[config.mk]
export PLATFORM = sky130hd
export DESIGN_NAME = picosoc_busdec
export DESIGN_NICKNAME = d
export VERILOG_FILES = /design/src/rtl/picosoc_bus_pkg.sv /design/src/rtl/picosoc_addr_match.sv /design/src/rtl/picosoc_busdec.sv
export SDC_FILE = /design/constraint.sdc
export NUM_CORES = 1
export LEC_CHECK = 0
export CAP_MARGIN = 20
export CELL_PAD_IN_SITES_DETAIL_PLACEMENT = 1
export CELL_PAD_IN_SITES_GLOBAL_PLACEMENT = 2
export CORE_ASPECT_RATIO = 0.5
export CORE_UTILIZATION = 13
export CTS_BUF_LIST = sky130_fd_sc_hd__clkbuf_4 sky130_fd_sc_hd__clkbuf_8
export DETAILED_ROUTE_END_ITERATION = 10
export GPL_TIMING_DRIVEN = 0
export PLACE_DENSITY = 0.81
export SETUP_SLACK_MARGIN = 0.15
export SLEW_MARGIN = 20
export SYNTH_ARGS = -nofsm -noshare
export SYNTH_HDL_FRONTEND = slang
export SYNTH_SLANG_ARGS = --single-unit
[constraint.sdc]
create_clock -name clk -period 2.45 [get_ports clk]
set_clock_uncertainty 0.05 [all_clocks]
set_input_delay 0.49 -clock clk [delete_from_list [all_inputs] [get_ports clk]]
set_output_delay 0.49 -clock clk [all_outputs]
set_load 0.005 [all_outputs]
[src/rtl/picosoc_bus_pkg.sv]
// Shared types and constants for the PicoRV32 bus decoder.
// Holds FSM states, error codes and default error read data.
package picosoc_bus_pkg;

  typedef enum logic [1:0] {
    ST_IDLE,
    ST_BUSY,
    ST_GAP
  } state_t;

  localparam logic [1:0] ERR_NONE     = 2'b00;
  localparam logic [1:0] ERR_UNMAPPED = 2'b01;
  localparam logic [1:0] ERR_TIMEOUT  = 2'b10;

  localparam logic [31:0] DEF_ERR_RDATA = 32'hDEAD_BEEF;

  localparam int MAX_SLAVES = 8;

endpackage

[src/rtl/picosoc_addr_match.sv]
// Base/mask window compare with lowest-index priority encode.
// Ports: addr in; hit_any and sel_idx out (combinational).
module picosoc_addr_match
  import picosoc_bus_pkg::*;
#(
  parameter int NUM_SLAVES = 4,
  parameter logic [NUM_SLAVES*32-1:0] SLV_BASE = '0,
  parameter logic [NUM_SLAVES*32-1:0] SLV_MASK = '0,
  parameter int IW = (NUM_SLAVES > 1) ? $clog2(NUM_SLAVES) : 1
) (
  input  logic [31:0]   addr,
  output logic          hit_any,
  output logic [IW-1:0] sel_idx
);

  // Walk from the top down so the lowest-index hit is the last write.
  always_comb begin
    hit_any = 1'b0;
    sel_idx = '0;
    for (int i = NUM_SLAVES - 1; i >= 0; i--) begin
      if ((addr & SLV_MASK[32*i +: 32]) == SLV_BASE[32*i +: 32]) begin
        hit_any = 1'b1;
        sel_idx = IW'(i);
      end
    end
  end

endmodule

[src/rtl/picosoc_busdec.sv]
// PicoRV32 native-bus decoder: window select, response mux,
// wait-state watchdog and error record. Ports: CPU mem_*, slave s_*, err_*.
module picosoc_busdec
  import picosoc_bus_pkg::*;
#(
  parameter int NUM_SLAVES = 4,
  parameter logic [NUM_SLAVES*32-1:0] SLV_BASE = '0,
  parameter logic [NUM_SLAVES*32-1:0] SLV_MASK = '0,
  parameter int TIMEOUT_CYCLES = 255,
  parameter logic [31:0] ERR_RDATA = DEF_ERR_RDATA
) (
  input  logic                     clk,
  input  logic                     reset,
  input  logic                     mem_valid,
  input  logic                     mem_instr,
  input  logic [31:0]              mem_addr,
  input  logic [31:0]              mem_wdata,
  input  logic [3:0]               mem_wstrb,
  output logic                     mem_ready,
  output logic [31:0]              mem_rdata,
  output logic [NUM_SLAVES-1:0]    s_valid,
  input  logic [NUM_SLAVES-1:0]    s_ready,
  input  logic [NUM_SLAVES*32-1:0] s_rdata,
  output logic [31:0]              s_addr,
  output logic [31:0]              s_wdata,
  output logic [3:0]               s_wstrb,
  output logic                     s_instr,
  output logic                     err_valid,
  output logic [1:0]               err_code,
  output logic [31:0]              err_addr,
  output logic [15:0]              err_count
);

  localparam int IW = (NUM_SLAVES > 1) ? $clog2(NUM_SLAVES) : 1;
  localparam int CL = $clog2(TIMEOUT_CYCLES + 1);
  localparam int CW = (CL < 1) ? 1 : CL;
  localparam bit WD_ON = (TIMEOUT_CYCLES != 0);

  state_t          state, state_n;
  logic [IW-1:0]   sel_q, sel_d, dec_idx, cur;
  logic [CW-1:0]   cnt_q, cnt_d;
  logic            hit_any;
  logic            slv_rdy;
  logic [31:0]     slv_rd;
  logic            req, rdy, err_now, tmo;
  logic [1:0]      err_type;
  logic [15:0]     err_count_q;

  assign s_addr  = mem_addr;
  assign s_wdata = mem_wdata;
  assign s_wstrb = mem_wstrb;
  assign s_instr = mem_instr;

  picosoc_addr_match #(
    .NUM_SLAVES (NUM_SLAVES),
    .SLV_BASE   (SLV_BASE),
    .SLV_MASK   (SLV_MASK),
    .IW         (IW)
  ) u_match (
    .addr    (mem_addr),
    .hit_any (hit_any),
    .sel_idx (dec_idx)
  );

  // In BUSY the latched index is used; the address is not re-decoded.
  assign cur = (state == ST_IDLE) ? dec_idx : sel_q;
  assign tmo = WD_ON && (cnt_q == CW'(TIMEOUT_CYCLES));

  always_comb begin
    slv_rd  = '0;
    slv_rdy = 1'b0;
    for (int i = 0; i < NUM_SLAVES; i++) begin
      if (cur == IW'(i)) begin
        slv_rd  = s_rdata[32*i +: 32];
        slv_rdy = s_ready[i];
      end
    end
  end

  always_comb begin
    state_n   = state;
    sel_d     = sel_q;
    cnt_d     = cnt_q;
    req       = 1'b0;
    rdy       = 1'b0;
    mem_rdata = '0;
    err_now   = 1'b0;
    err_type  = ERR_NONE;
    unique case (state)
      ST_IDLE: begin
        if (mem_valid) begin
          if (hit_any) begin
            req   = 1'b1;
            sel_d = dec_idx;
            if (slv_rdy) begin
              rdy       = 1'b1;
              mem_rdata = slv_rd;
              state_n   = ST_GAP;
            end else begin
              state_n = ST_BUSY;
              cnt_d   = WD_ON ? CW'(1) : '0;
            end
          end else begin
            rdy       = 1'b1;
            mem_rdata = ERR_RDATA;
            err_now   = 1'b1;
            err_type  = ERR_UNMAPPED;
            state_n   = ST_GAP;
          end
        end
      end
      ST_BUSY: begin
        if (!mem_valid) begin
          state_n = ST_IDLE;
          cnt_d   = '0;
        end else if (slv_rdy) begin
          req       = 1'b1;
          rdy       = 1'b1;
          mem_rdata = slv_rd;
          state_n   = ST_GAP;
          cnt_d     = '0;
        end else if (tmo) begin
          rdy       = 1'b1;
          mem_rdata = ERR_RDATA;
          err_now   = 1'b1;
          err_type  = ERR_TIMEOUT;
          state_n   = ST_GAP;
          cnt_d     = '0;
        end else begin
          req   = 1'b1;
          cnt_d = WD_ON ? cnt_q + CW'(1) : '0;
        end
      end
      ST_GAP: begin
        state_n = ST_IDLE;
        cnt_d   = '0;
      end
      default: begin
        state_n = ST_IDLE;
        cnt_d   = '0;
      end
    endcase
  end

  assign mem_ready = rdy & ~reset;

  always_comb begin
    s_valid = '0;
    for (int i = 0; i < NUM_SLAVES; i++) begin
      s_valid[i] = req && !reset && (cur == IW'(i));
    end
  end

  always_ff @(posedge clk) begin
    if (reset) begin
      state       <= ST_IDLE;
      sel_q       <= '0;
      cnt_q       <= '0;
      err_valid   <= 1'b0;
      err_code    <= ERR_NONE;
      err_addr    <= '0;
      err_count_q <= '0;
    end else begin
      state     <= state_n;
      sel_q     <= sel_d;
      cnt_q     <= cnt_d;
      err_valid <= err_now;
      if (err_now) begin
        err_code <= err_type;
        err_addr <= mem_addr;
        if (err_count_q != 16'hFFFF) begin
          err_count_q <= err_count_q + 16'd1;
        end
      end
    end
  end

  assign err_count = err_count_q;

endmodule
# Word level (Yosys, flattened, before mapping)
# Index checks and enable logic that the tools add are counted.
totals:
  register_bits: 61
  elab_cells: 58
  input_bits: 204
classes:
  mux: 36
  eq_ne: 6
  bitwise_logic: 2
  add_sub_neg: 2
  reduce_logical: 6
ops:
  columns: ["operator", "n"]
  rows:
  - ["$mux W32", 5]
  - ["$pmux W32 S2", 1]
  - ["$mux W8", 5]
  - ["$mux W2", 9]
  - ["$add A16 B1 Y16 const B", 1]
  - ["$ne A16 B16 Y1 const B", 1]
  - ["$pmux W8 S2", 1]
  - ["$mux W1", 12]
  - ["$add A8 B1 Y8 const B", 1]
  - ["$eq A8 B8 Y1 const B", 1]
  - ["$reduce_and A2 Y1", 3]
  - ["$ne A2 B2 Y1 const B", 2]
  - ["$ne A4 B4 Y1 const B", 1]
  - ["$pmux W1 S2", 2]
  - ["$pmux W2 S2", 1]
  - ["$eq A2 B1 Y1 const B", 1]
  - ["$logic_not A2 Y1", 1]
  - ["$and A1 B1 Y1", 1]
  - ["$logic_and A1 B1 Y1", 1]
  - ["$logic_not A1 Y1", 1]
  - ["$not A1 Y1", 1]

# Longest topological paths before layout
depth:
  ltp_word: 6
  ltp_mapped: 8
  mapped_depth_nobuf: 5

# By module
# A second synthesis with hierarchy kept.
unflattened:
  cells_unflattened: 515
  hier_area_um2: 4300.4
modules_own_cells:
  columns: ["mod", "instances", "area_each_um2", "cells_each", "seq_area_each_um2"]
  rows:
  - ["picosoc_busdec", 1, 4270.3, 510, 1261.2]
  - ["picosoc_addr_match", 1, 30.0, 5, 0.0]

# Worst setup path before layout
# Ideal clock, no wire load.
synth_path:
  path_kind: "reg2out"
  start: "register cnt_q[0]"
  end: "output mem_rdata[0]"
  required_time_ns: 1.910
  slack_ns: 0.383
  path_stages_with_launch: 8
  t_arrival_ns: 1.527
  cell_sequence: "dfxtp_1 -> ha_1 -> and3_1 -> nand3_4 -> buf_6 -> buf_2 -> buf_1 -> nand2_1"
synth_between:
  elab_chain_len: 5
synth_lines:
  columns: ["item", "line", "text"]
  rows:
  - ["start, declared", "picosoc_busdec.sv:41", "logic [CW-1:0] cnt_q, cnt_d;"]
  - ["start signal, assigned", "picosoc_busdec.sv:166", "cnt_q <= cnt_d;"]
  - ["$eq A8 B8 Y1", "picosoc_busdec.sv:67", "assign tmo = WD_ON && (cnt_q == CW'(TIMEOUT_CYCLES));"]
  - ["$mux W32", "picosoc_busdec.sv:122", "end else if (tmo) begin"]
  - ["$mux W32", "picosoc_busdec.sv:116", "end else if (slv_rdy) begin"]
  - ["$mux W32", "picosoc_busdec.sv:113", "if (!mem_valid) begin"]
  - ["$pmux W32 S2", "picosoc_busdec.sv:89", "unique case (state)"]
  - ["end, declared", "picosoc_busdec.sv:20", "output logic [31:0] mem_rdata,"]
# Every way passes these cells.

# Worst setup path after layout
layout_path:
  start: "input s_ready[0]"
  end: "output mem_rdata[13]"
layout_between:
  elab_chain_len: 3
layout_lines:
  columns: ["item", "line", "text"]
  rows:
  - ["start, declared", "picosoc_busdec.sv:22", "input logic [NUM_SLAVES-1:0] s_ready,"]
  - ["$mux W32 (on tied branches)", "picosoc_busdec.sv:116, picosoc_busdec.sv:95", null]
  - ["$mux W32 (on tied branches)", "picosoc_busdec.sv:113, picosoc_busdec.sv:91", null]
  - ["$pmux W32 S2 *", "picosoc_busdec.sv:89", null]
# Every way passes the cells marked *; elsewhere a longest branch is shown, timed or not.

==> results.cfg <==
[final_layout]
nets = 902
seq_area_um2 = 1210
area_growth_pct = 89.8
multi_input_area_um2 = 1650
fillers = 3059
drive_gt1_frac = 0.247
num_antenna_cells = 0
post-route-util = 0.254

[clock_network]
root_buffer = clkbuf_8
worstSkewPairLatency_ns = 0.35
cts_buffer_depth = 2
cts_buffers = 9
clock-sinks = 60
clkTransAtPathRegs_ns = 0.07
cts_tree = yes
cts_htree_levels = 3
cts_hold_buf = 0

[power_and_ir_drop]
leakagePower_nw = 2.59
power_density_nw_per_um2 = 385
irDropWorstVdd_mv = 0.206

[timing]
tns_ns = 0
fin_ws_ns = 0.129
fin_crit_sh = 0.947
fin_crit_ns = 2.32
hold_viol = 0
finalSetupViolations = 0
holdWs_ns = 0.406
rsz0062_at_grt = yes
slew_headroom = 0.564
worstMarginPinSlew_ns = 0.655
slew_viol_final = 0
fmax_ghz = 0.431

[floorplan]
io_pins = 361
die_h_um = 117
rows = 41
initial_utilization = 0.134
die_area_um2 = 27000
fp.coreArea_um2 = 25500
die_x_um = 231

[grt]
grt_pass1_wl_mm = 21.0
grt_pass1_vias = 3927
overflow = 0
grtUsageTotal = 0.0999
antenna_found_initial = 0
grt_start_max_net_pins = 12

[critical_path]
cp_cell_sequence = clkdlybuf4s15_2, and4bb_4, nand3_4, buf_6, buf_6, buf_8, buf_8, nand2_2, buf_6
crit_path_top_delay_cell = and4bb_4
r2r_start = err_count[0]$_SDFFE_PP0P_
crit_path_start_kind = primary input
critPathMaxStageDelay_ns = 0.34
cp_common_cell = buf_6
required_ns = 1.91
critPathMaxFanout = 6
critPathTopFamily = buffers and inverters
path_class = primary input to output pin
cp-startpoint = s_ready[0]
endpoint_kind = output pin
cp.arrival_ns = 1.78
worstPathBufferInverterCount = 6

[job]
max_cap_violations = 0

[synth]
yosysTopAreaCellShare = 0.352
ys_warn_count = 0
synth-edff-count = 0
yosysSeqAreaShare = 0.352
synth_top_cell_by_area = dfxtp_1
syn_area_um2 = 3420
syn_area_per_cell_um2 = 7.64
synth_ff_type = dfxtp_1
ys_seq_elements = 60
async_flop_share = 0
synth.distinct_cells = 49
yosys-top-cells-count = nand2_1, buf_4, dfxtp_1
yosys-top-cells-area = dfxtp_1, buf_4, nand2_1
syn_inst = 447
synth_most_common_cell = nand2_1

[routing]
drc = 0
drt_iter0_drc = 158
routed_via_density = 3.79
routedWlPerCell_um = 13.7
antenna_left = 0
wirelength_mm = 14.3
dr.pass1.iters = 4
via_count = 3957

[place]
io_buffers = 220
place_congestion = 0.759
hpwl_mm = 11.3
pre_cts_slack_ns = -0.885

[min_path]
min_from = err_addr[20]$_SDFFE_PP0P_
hp-class = register to register

[outcome]
status = complete, no violations
flip-flops by register name, summed over array words and instances (netlist names):
register / count
state: 2
cnt_q: 8
err_valid: 1
err_code: 1
err_count: 16
err_addr: 32
stage by stage:
stage,std cells,power (mW),instance area [um^2]
floorplan,450,1.16,3430
global placement,1014,1.46,6060
detailed placement,1014,1.47,6060
CTS,1045,2.55,6520
global route,1045,2.62,6480
finish,1045,2.50,6480
layer usage:
| layer | wire length, um | GRT usage | up-vias | part of all wire |
|---|---|---|---|---|
| met3 | 458 | 0.0210 | 16 | 0.032 |
| met5 | 0 | 0 | - | 0 |
| met4 | 291 | 0.0362 | 0 | 0.020 |
| met2 | 7920 | 0.191 | 87 | 0.55 |
| met1 | 5660 | 0.110 | 1911 | 0.39 |
| li1 | - | - | 1943 | - |
cells in the final DEF (no fill, tap or decap), types with 3 or more instances in the layout:
cell,count
dfxtp_1,54
and4_1,3
clkbuf_8,10
buf_4,87
nor4_1,4
clkbuf_1,7
nor2b_1,7
a21oi_1,47
dfxtp_2,4
clkdlybuf4s50_1,183
inv_1,3
xnor2_1,3
nor2_1,15
buf_2,10
or4_1,10
nand4_1,8
conb_1,4
buf_8,5
nand3_1,8
o31ai_1,9
nand2_1,117
dlygate4sd2_1,10
o21ai_0,4
and3_1,8
buf_6,8
clkbuf_2,15
worst register-to-register path, cell delays in order, from the launching register on:
cell	delay, ns
dfxtp_1	0.39
ha_1	0.34
inv_1	0.14
nor4_1	0.48
and4_1	0.28
mux2_1	0.32
kinds of logic (layout without fill, tap and decap cells):
kind of cell / Yosys count / in the layout / synth area share
AOI/OAI and AO/OA: 70 / 70 / 0.117
xor gates and xnor gates: 4 / 4 / 0.0103
adders and majority gates: 2 / 2 / 0.00732
buffers and inverters: 99 / 350 / 0.194
DFF: 60 / 60 / 0.352
muxes: 4 / 4 / 0.0132
other: 1 / 4 / 0.00110
and+or+nand+nor: 207 / 207 / 0.305
cell type report:
type,instances,share of cell area
buffer,96,0.112
sequential,60,0.187
timing repair buffer,235,0.343
multi-input combinational,291,0.254
tap,344,0.0664
clock inverter,5,0.0129
clock buffer,11,0.0224
inverter,3,0.00174
report_power, final:
group	leakage (nW)	total [mW]	internal [mW]	switching (mW)
clock	0.110	1.05	0.616	0.434
combinational	1.99	0.465	0.318	0.147
sequential	0.487	0.981	0.977	0.00371
total	2.59	2.50	1.91	0.585
worst paths after layout:
path                                              endpoint  slack (ns)  depth (start not counted)
worst min-delay path             err_addr[20]$_SDFFE_PP0P_        0.41                          2
worst max register to register  err_count[14]$_SDFFE_PP0P_        0.34                          5
worst min register to register   err_addr[20]$_SDFFE_PP0P_        0.41                          2
worst max-delay path                         mem_rdata[13]        0.13                          9
repair_timing:
item / 4_1_cts / 5_1_grt
endpoints found under the setup margin: 55 / 34
setup buffers: 15 / 0
pin swaps: 5 / 2
endpoints found under the hold margin: 0 / 0
gates resized for setup: 99 / 60
Power figures use the tool's default switching activity.
